$ cat config.mk
export PLATFORM = sky130hd
export DESIGN_NAME = fir_decim_stream
export DESIGN_NICKNAME = d
export VERILOG_FILES = /design/src/rtl/fir_decim_stream_pkg.sv /design/src/rtl/fir_decim_stream_chk.sv /design/src/rtl/sync_fifo_fwft.sv /design/src/rtl/fir_decim_stream.sv
export SDC_FILE = /design/constraint.sdc
export NUM_CORES = 1
export LEC_CHECK = 0
export BUFFER_PORTS_ARGS = -buffer_cell sky130_fd_sc_hd__buf_2
export CORE_ASPECT_RATIO = 1.25
export CORE_MARGIN = 2
export CORE_UTILIZATION = 40
export DETAILED_ROUTE_END_ITERATION = 8
export PLACE_DENSITY_LB_ADDON = 0.15
export REMOVE_ABC_BUFFERS = 1
export SYNTH_ARGS = -nofsm -noshare
export SYNTH_HDL_FRONTEND = slang
export SYNTH_SLANG_ARGS = --single-unit
$ cat constraint.sdc
create_clock -name clk -period 8 [get_ports clk]
set_input_delay 0 -clock clk [delete_from_list [all_inputs] [get_ports clk]]
set_output_delay 0 -clock clk [all_outputs]
set_load 0.01 [all_outputs]
$ cat src/rtl/fir_decim_stream_pkg.sv
// Shared DSP package: default sample/accumulator sizing and the shift clamp
// used by both the FIR filter and its decimating stream stage.
package fir_decim_stream_pkg;

  localparam int DSP_DATA_WIDTH = 16;
  localparam int DSP_MAX_SHIFT  = 10;

  // Limit a requested log2 rate to the largest rate the accumulator can hold.
  function automatic logic [3:0] clamp_shift(input logic [3:0] req_shift, input int max_shift);
    logic [3:0] res;
    if (int'(req_shift) > max_shift) begin
      res = 4'(max_shift);
    end else begin
      res = req_shift;
    end
    return res;
  endfunction

endpackage

$ cat src/rtl/fir_decim_stream_chk.sv
// Structural invariants between the FIFO status flags and the stream output.
module fir_decim_stream_chk #(
  parameter int LW = 5
) (
  input logic          clk,
  input logic          rst,
  input logic          empty,
  input logic          m_tvalid,
  input logic [LW-1:0] level
);

  a_empty_matches_level: assert property (@(posedge clk) disable iff (rst)
    empty == (level == {LW{1'b0}}));

  a_valid_not_empty: assert property (@(posedge clk) disable iff (rst)
    m_tvalid |-> !empty);

endmodule

$ cat src/rtl/sync_fifo_fwft.sv
// Synchronous first-word-fall-through FIFO with a registered head stage:
// a word written into an empty FIFO becomes visible one clock after the write.
module sync_fifo_fwft #(
  parameter int WIDTH = 16,
  parameter int DEPTH = 16
) (
  input  logic                       clk,
  input  logic                       rst,
  input  logic                       wr_en,
  input  logic [WIDTH-1:0]           wr_data,
  output logic                       rd_valid,
  output logic [WIDTH-1:0]           rd_data,
  input  logic                       rd_ready,
  output logic                       full,
  output logic                       empty,
  output logic [$clog2(DEPTH):0]     level
);

  localparam int AW = $clog2(DEPTH);
  localparam int LW = AW + 1;
  localparam logic [AW-1:0] PTR_ONE = AW'(1);
  localparam logic [LW-1:0] CNT_ONE = LW'(1);
  localparam logic [LW-1:0] CNT_MAX = LW'(DEPTH);

  logic [WIDTH-1:0] mem_r [DEPTH];
  logic [AW-1:0]    wr_ptr_r;
  logic [AW-1:0]    rd_ptr_r;
  logic [AW-1:0]    rd_ptr_n_s;
  logic [LW-1:0]    count_r;
  logic [LW-1:0]    count_n_s;
  logic [LW-1:0]    held_s;
  logic             valid_r;
  logic [WIDTH-1:0] data_r;
  logic             full_s;
  logic             pop_s;
  logic             push_s;

  assign full_s = (count_r == CNT_MAX);
  assign pop_s  = valid_r & rd_ready;
  assign push_s = wr_en & (~full_s | pop_s);

  // Next read pointer, next occupancy, and words that existed before this edge and survive it.
  always_comb begin
    rd_ptr_n_s = rd_ptr_r;
    held_s     = count_r;
    count_n_s  = count_r;
    if (pop_s) begin
      rd_ptr_n_s = rd_ptr_r + PTR_ONE;
      held_s     = count_r - CNT_ONE;
    end else begin
      rd_ptr_n_s = rd_ptr_r;
      held_s     = count_r;
    end
    case ({push_s, pop_s})
      2'b10:   count_n_s = count_r + CNT_ONE;
      2'b01:   count_n_s = count_r - CNT_ONE;
      default: count_n_s = count_r;
    endcase
  end

  // Storage array; contents are meaningless once the pointers are reset.
  always_ff @(posedge clk) begin
    if (push_s) begin
      mem_r[wr_ptr_r] <= wr_data;
    end
  end

  // Pointers, occupancy and the registered head word.  Only words present
  // before the edge may become the head, so an empty FIFO never bypasses.
  always_ff @(posedge clk or posedge rst) begin
    if (rst) begin
      wr_ptr_r <= {AW{1'b0}};
      rd_ptr_r <= {AW{1'b0}};
      count_r  <= {LW{1'b0}};
      valid_r  <= 1'b0;
      data_r   <= {WIDTH{1'b0}};
    end else begin
      if (push_s) begin
        wr_ptr_r <= wr_ptr_r + PTR_ONE;
      end
      rd_ptr_r <= rd_ptr_n_s;
      count_r  <= count_n_s;
      valid_r  <= (held_s != {LW{1'b0}});
      data_r   <= (held_s != {LW{1'b0}}) ? mem_r[rd_ptr_n_s] : {WIDTH{1'b0}};
    end
  end

  assign rd_valid = valid_r;
  assign rd_data  = data_r;
  assign full     = full_s;
  assign empty    = (count_r == {LW{1'b0}});
  assign level    = count_r;

endmodule

$ cat src/rtl/fir_decim_stream.sv
// Block-average decimator behind the FIR filter: sums 2^shift samples, scales
// back by shift, and queues the results in a FWFT FIFO with an overflow flag.
module fir_decim_stream
  import fir_decim_stream_pkg::*;
#(
  parameter int DATA_WIDTH = DSP_DATA_WIDTH,
  parameter int DEPTH      = 16,
  parameter int MAX_SHIFT  = DSP_MAX_SHIFT
) (
  input  logic                          clk,
  input  logic                          rst,
  input  logic                          en,
  input  logic [3:0]                    shift,
  input  logic signed [DATA_WIDTH-1:0]  x,
  output logic signed [DATA_WIDTH-1:0]  m_tdata,
  output logic                          m_tvalid,
  input  logic                          m_tready,
  output logic [$clog2(DEPTH):0]        level,
  output logic                          overflow,
  input  logic                          clr_ovf
);

  localparam int ACC_W = DATA_WIDTH + MAX_SHIFT;
  localparam int CW    = MAX_SHIFT + 1;
  localparam int LW    = $clog2(DEPTH) + 1;
  localparam logic [CW-1:0] CNT_ONE = CW'(1);

  logic signed [ACC_W-1:0]      acc_r;
  logic signed [ACC_W-1:0]      x_ext_s;
  logic signed [ACC_W-1:0]      sum_s;
  logic signed [DATA_WIDTH-1:0] scaled_s;
  logic [CW-1:0]                cnt_r;
  logic [CW-1:0]                cnt_inc_s;
  logic [CW-1:0]                rate_s;
  logic [3:0]                   shift_lat_r;
  logic [3:0]                   eff_shift_s;
  logic                         first_s;
  logic                         last_s;
  logic signed [DATA_WIDTH-1:0] res_r;
  logic                         res_vld_r;
  logic                         overflow_r;
  logic                         drop_s;
  logic                         fifo_full_s;
  logic                         fifo_empty_s;
  logic [DATA_WIDTH-1:0]        fifo_rd_data_s;

  // Window arithmetic: the rate is fixed by the shift seen at the window's first sample.
  always_comb begin
    first_s = (cnt_r == {CW{1'b0}});
    if (first_s) begin
      eff_shift_s = clamp_shift(shift, MAX_SHIFT);
    end else begin
      eff_shift_s = shift_lat_r;
    end
    rate_s    = CNT_ONE << eff_shift_s;
    cnt_inc_s = cnt_r + CNT_ONE;
    last_s    = (cnt_inc_s == rate_s);
    x_ext_s   = {{MAX_SHIFT{x[DATA_WIDTH-1]}}, x};
    if (first_s) begin
      sum_s = x_ext_s;
    end else begin
      sum_s = acc_r + x_ext_s;
    end
    // The mean of R samples always fits DATA_WIDTH, so truncation is exact.
    scaled_s = DATA_WIDTH'(sum_s >>> eff_shift_s);
  end

  // Accumulate while enabled; dropping en abandons the partial window.
  always_ff @(posedge clk or posedge rst) begin
    if (rst) begin
      acc_r       <= {ACC_W{1'b0}};
      cnt_r       <= {CW{1'b0}};
      shift_lat_r <= 4'd0;
      res_r       <= {DATA_WIDTH{1'b0}};
      res_vld_r   <= 1'b0;
    end else if (en) begin
      shift_lat_r <= eff_shift_s;
      if (last_s) begin
        acc_r     <= {ACC_W{1'b0}};
        cnt_r     <= {CW{1'b0}};
        res_r     <= scaled_s;
        res_vld_r <= 1'b1;
      end else begin
        acc_r     <= sum_s;
        cnt_r     <= cnt_inc_s;
        res_vld_r <= 1'b0;
      end
    end else begin
      acc_r     <= {ACC_W{1'b0}};
      cnt_r     <= {CW{1'b0}};
      res_vld_r <= 1'b0;
    end
  end

  assign drop_s = res_vld_r & fifo_full_s & ~(m_tvalid & m_tready);

  // Sticky overflow; a drop on the clearing edge wins.
  always_ff @(posedge clk or posedge rst) begin
    if (rst) begin
      overflow_r <= 1'b0;
    end else if (drop_s) begin
      overflow_r <= 1'b1;
    end else if (clr_ovf) begin
      overflow_r <= 1'b0;
    end else begin
      overflow_r <= overflow_r;
    end
  end

  sync_fifo_fwft #(
    .WIDTH (DATA_WIDTH),
    .DEPTH (DEPTH)
  ) u_fifo (
    .clk      (clk),
    .rst      (rst),
    .wr_en    (res_vld_r),
    .wr_data  (res_r),
    .rd_valid (m_tvalid),
    .rd_data  (fifo_rd_data_s),
    .rd_ready (m_tready),
    .full     (fifo_full_s),
    .empty    (fifo_empty_s),
    .level    (level)
  );

  fir_decim_stream_chk #(
    .LW (LW)
  ) u_chk (
    .clk      (clk),
    .rst      (rst),
    .empty    (fifo_empty_s),
    .m_tvalid (m_tvalid),
    .level    (level)
  );

  assign m_tdata  = fifo_rd_data_s;
  assign overflow = overflow_r;

endmodule

Word level (Yosys, flattened, before mapping) --
Memories as Yosys holds them, arrays and structs flattened. Index checks and enable logic that the tools add are counted.
Cells by class: $add $sub $neg 6, multipliers 0, reduce and logical (&&, ||, !) cells 5, equal/unequal tests 4, $lt $le $gt $ge 1, shift operators 2, div/mod/pow operators 0, bitwise gates (word level) 7, multiplexer cells 17
Operator list (count):
- $mux 26 | 3
- $add 26x16->26 | 1
- $sshr 26x4->16 | 1
- $mux 11 | 2
- $mux 16 | 1
- $mux 4 | 3
- $add 11x1->11 const B | 1
- $eq 11x11->1 | 1
- $logic_not 11->1 | 1
- $shl 1x4->11 const A | 1
- $pmux 5 s2 | 1
- $add 4x1->4 const B | 2
- $mux 1 | 6
- $add 5x1->5 const B | 1
- $eq 5x5->1 const B | 1
- $mux 5 | 1
- $reduce_bool 5->1 | 1
- $sub 5x1->5 const B | 1
- $and 1x1->1 | 4
- $gt 4x4->1 const B | 1
- $reduce_bool 2->1 | 2
- $eq 2x1->1 const B | 1
- $eq 2x2->1 const B | 1
- $not 1->1 | 2
- other kinds (2) | 2
Storage, ports and cells: ROM bits 0, latch bits 0, word-level logic and storage cells 54, memories 1, register bits after elaboration 89, memory bits (writable) 256, output and inout port bits 23
Memory list:
- u_fifo.mem_r | words 16, bits a word 16, read ports 1, clocked after Yosys merged registers in 0, wr ports 1, line sync_fifo_fwft.sv:25 | logic [WIDTH-1:0] mem_r [DEPTH];

Depth between registers and ports, before layout --
word-level depth 7, gate-level depth with buffers 14, gate-level depth less buffers 12

Modules after synthesis --
Synthesis repeated with hierarchy kept, for this count alone.
Unflattened totals: cell total of the unflattened synthesis 1768, area, all modules 19105.8 µm²
Modules (own cells, without submodules):
- sync_fifo_fwft | times used 1, cells each 879, area each 12468.2 µm²
- fir_decim_stream | times used 1, cells each 889, area each 6637.6 µm²

Worst setup path after synthesis --
Ideal clock, no wire load.
kind register -> register, start point register cnt_r[0], end point register res_r[7], stages on the path, launching flop included 12, required time 7.868 ns, arrival 3.383 ns, setup time 0.132 ns, path slack 4.484 ns, cells stage by stage dfrtp_1 inv_1 ha_1 nor4b_1 nand3_1 o22a_1 or4_1 a2111o_1 or3_1 buf_2 a2111oi_2 o22ai_1
Between the ends: longest elaborated chain between the ends 5, elaborated cells between the ends (all ways) 8, classes of those cells 1 x add/sub; 1 x eq/ne; 2 x shift; 2 x mux; 2 x reduce/logical
RTL lines:
- from (decl) | line fir_decim_stream.sv:32 | logic [CW-1:0] cnt_r;
- from (signal assigned) | line fir_decim_stream.sv:72 | cnt_r <= {CW{1'b0}};
- from (signal assigned) | line fir_decim_stream.sv:80 | cnt_r <= {CW{1'b0}};
- from (signal assigned) | line fir_decim_stream.sv:85 | cnt_r <= cnt_inc_s;
- parallel branches: the longest is 5 deep, another holds $add 11x1->11
- to (signal assigned) | line fir_decim_stream.sv:74 | res_r <= {DATA_WIDTH{1'b0}};
- to (signal assigned) | line fir_decim_stream.sv:81 | res_r <= scaled_s;
- to (decl) | line fir_decim_stream.sv:39 | logic signed [DATA_WIDTH-1:0] res_r;
Parallel ways; which one is timed is not known. A chain may end at the register's enable or synchronous reset.

Worst setup path after layout --
start point register cnt_r[0], end point register acc_r[18]
Between the ends: longest elaborated chain between the ends 6, elaborated cells between the ends (all ways) 8, classes of those cells 1 x add/sub; 1 x eq/ne; 1 x shift; 4 x mux; 1 x reduce/logical
RTL lines:
- parallel branches: the longest is 4 deep, another holds $add 11x1->11
- $mux 26 * | line fir_decim_stream.sv:78 | if (last_s) begin
- $mux 26 * | line fir_decim_stream.sv:76 | end else if (en) begin
- to (signal assigned) | line fir_decim_stream.sv:79 | acc_r <= {ACC_W{1'b0}};
- to (signal assigned) | line fir_decim_stream.sv:84 | acc_r <= sum_s;
- to (signal assigned) | line fir_decim_stream.sv:89 | acc_r <= {ACC_W{1'b0}};
- to (decl) | line fir_decim_stream.sv:28 | logic signed [ACC_W-1:0] acc_r;
Mark *: on every way between the ends.

==> flow_summary_export.csv <==
group,metric,value,unit
placed_design,gp_congestion,0.884,
routing,drt_pass1_iterations,5,
sta,rsz0062_at_grt,"no",
power,leakagePower,0.00744,uW
synth,ys_warn_count,0,
sta,period_minus_slack,4.79,ns
floorplanning,initial_core_util,0.405,
finish,fill_cells,3842,
setup_path,critical-path-max-stage-delay,0.56,ns
setup_path,worstSetupPathType,"reg2reg",
sta,slew_headroom,0.182,
clock_tree,cts_tree,"yes",
global_routing,grt_start_max_net_pins,130,
global_routing,grt_antenna_before_repair,0,
setup_path,worstPathArrival,5.17,ns
setup_path,startpoint_type,"flip-flop",
setup_path,worstPathRequired,8.38,ns
finish,final_util,0.461,
floorplanning,num_rows,84,
synth,seq_area_frac_synth,0.581,
floorplanning,top_level_ports,48,
setup_path,end_kind,"flip-flop",
setup_path,reg2reg_to,"acc_r[18]",
placed_design,port_buffers,47,
floorplanning,coreArea,0.0421,mm2
sta,max_freq,0.209,GHz
finish,stdcell_area,0.0194,mm2
synth,synth.avg_cell_area,12.6,um2
finish,multi_input_area,0.00685,mm2
placed_design,hpwl,27800,um
clock_tree,clockRootBuffer,"clkbuf_16",
clock_tree,clkTransAtPathRegs,0.06,ns
clock_tree,cts_resized,0,
finish,stdcell_count,2002,
sta,hold_viol,0,
power,p_total,8030,uW
synth,synth_cells,1353,
routing,num_vias,11267,
floorplanning,die_x,189,um
synth,synth-seq-cells,345,
flow_run,drv_cap,0,
sta,setup_violations,0,
global_routing,track_usage,0.202,
floorplanning,die_h,235,um
clock_tree,cts_sinks,345,
sta,worst_pin_slew,1.23,ns
synth,ys.flop_type,"edfxtp_1",
global_routing,grt_pass1_vias,11502,
setup_path,r2r_slack,3.21,ns
floorplanning,die_area,0.0444,mm2
synth,synth_area,0.0171,mm2
setup_path,critPathSlowestCell,"or3_1",
placed_design,dp.cells,1914,
finish,final_common_cell,"edfxtp_1",
clock_tree,htree_levels,2,
clock_tree,cts.path.max_buffers,3,
finish,antenna_cells,0,
routing,post-route-drc-count,0,
finish,area_growth,13.8,%
setup_path,critPathMaxFanout,50,
synth,synth_area_leaders,"edfxtp_1 45%, dfrtp_1 13%, mux2i_1 9.1%, mux4_2 4.2%, ha_1 2.6%",
global_routing,gr-total-overflow,0,
synth,synth_area_leader_cell,"edfxtp_1",
synth,synth-edff-count,256,
finish,fin_nets,1475,
setup_path,crit_buf_inv,3,
setup_path,r2r_cells,13,
clock_tree,insertion_delay,0.53,ns
finish,drive_above_1_share,0.129,
setup_path,critPathTopFamily,"simple AND/OR/NAND/NOR gates",
finish,final_cell_mix,"256 x edfxtp_1, 154 x mux2i_1, 119 x nand2_1, 89 x dfrtp_1, 84 x nor2_1",
routing,drt_iter0_markers,848,
setup_path,r2r-start,"cnt_r[0]",
routing,avgViaCountPerCell,5.63,
power,power_density,413,mW/mm2
routing,post_drt_wl_per_cell,22.2,um
clock_tree,cts_setup_buffers,0,
outcome,outcome,"completed",
routing,routed_wl,44400,um
placed_design,post_dp_cell_area,0.0180,mm2
finish,ff_latch_area,0.00991,mm2
clock_tree,numCtsBuffers,38,
setup_path,path_cells,"inv_1, ha_1, or4b_4, nor3_4, buf_4, mux2_4, nand2_1, or4_1, a2111o_1, or3_1, nand2_1, buf_4, nor3_1",
sta,fin_tns_setup,0,ns
power,ir_worst_vdd,0.354,mV
synth,synth_top_area_share,0.450,
sta,fin_crit_sh,0.599,
sta,drv_slew,0,
global_routing,grt_first_pass_wirelength,68500,um
sta,finalClockSkew,0.0114,ns
synth,ys_types,78,
min_path,hold_path.class,"in2async",
routing,ant_nets,0,
synth,synthArstFlopShare,0.258,
==> through the flow <==
| step | hold WS [ns] | setup WS, ns |
|---|---|---|
| 6_report | 0.0219 | 3.21 |
| 5_1_grt | 0.0617 | 3.04 |
| 4_1_cts | 0.000551 | 3.24 |
| 3_5_place_dp | 0.0540 | 3.25 |
| 3_3_place_gp | 0.0426 | 3.34 |
| 2_1_floorplan | 0.0847 | -3.31 |
==> worst reg2reg max path: cells and delay by family, from the launching register on <==
kind,cells,cell delay (ns)
mux,1,0.50
compound gates,1,0.48
flops,1,0.45
fa+ha+maj,1,0.15
buf+inv,3,0.98
simple gates,7,2.09
==> synthesized netlist by cell type, drive strengths merged (5+ instances only) <==
library cell and count:
edfxtp 256, mux2i 156, nand2 119, dfrtp 89, nor2 85, clkbuf 53, a21oi 52, o21ai 46
ha 36, and3 33, mux4 32, nand3 31, inv 27, nor3 26, xnor2 23, and2 22
buf 19, a21o 18, nand4 16, a211oi 15, a31oi 15, xor2 15, o211ai 13, or3 10
a22oi 9, o21a 9, o31ai 9, a211o 8, nand2b 8, o22ai 8, a221oi 5
==> cells by family after synthesis <==
kind of cell    after synthesis  share of synthesized area
xor+xnor                     38                     0.0195
buf+inv                     100                     0.0226
mux                         191                      0.136
flops                       345                      0.581
simple gates                376                      0.107
fa+ha+maj                    37                     0.0276
compound gates              266                      0.107
==> where the power goes <==
part	switching (uW)	leakage (uW)	internal, uW
clock	718	0.000593	1010
combinational	2140	0.00346	1530
sequential	316	0.00339	2320
total	3170	0.00744	4860
==> layer usage <==
| layer | track usage | up-vias | wire length [um] |
|---|---|---|---|
| met3 | 0.0270 | 94 | 1690 |
| met2 | 0.355 | 261 | 22600 |
| met1 | 0.255 | 5604 | 18800 |
| li1 | - | 5308 | - |
| met5 | 0 | - | 0 |
| met4 | 0.0675 | 0 | 1400 |
==> what timing repair did <==
action	4_1_cts	5_1_grt
setup endpoints to repair	0	0
hold buffers	18	0
endpoints found under the hold margin	49	0
==> registers in the layout (all words and copies together), names as in the netlist, 4 cells and up <==
signal,cells
cnt_r,11
acc_r,26
u_fifo.rd_data,16
u_fifo.rd_ptr_r,4
u_fifo.level,5
shift_lat_r,4
u_fifo.wr_ptr_r,4
u_fifo.mem_r,256
res_r,16
==> how the worst max path moves through the flow <==
stage,startpoint,end,slack (ns),depth (start not counted)
3_5_place_dp,cnt_r[0],acc_r[18],3.25,13
2_1_floorplan,u_fifo.rd_valid,u_fifo.rd_data[0],-3.31,6
6_report,cnt_r[0],acc_r[18],3.21,13
3_3_place_gp,cnt_r[0],acc_r[18],3.34,13
4_1_cts,cnt_r[0],acc_r[18],3.24,13
5_1_grt,cnt_r[0],acc_r[18],3.04,13
==> layout make-up <==
cell class              instances  share of cell area
clock buffers                  56              0.0556
clock inverters                14             0.00805
inverters                      28             0.00554
multi-input cells             908               0.352
flip-flops and latches        345               0.510
well taps                     559              0.0360
repair buffers                 92              0.0324
No activity file was read; power rests on OpenSTA's default activity.
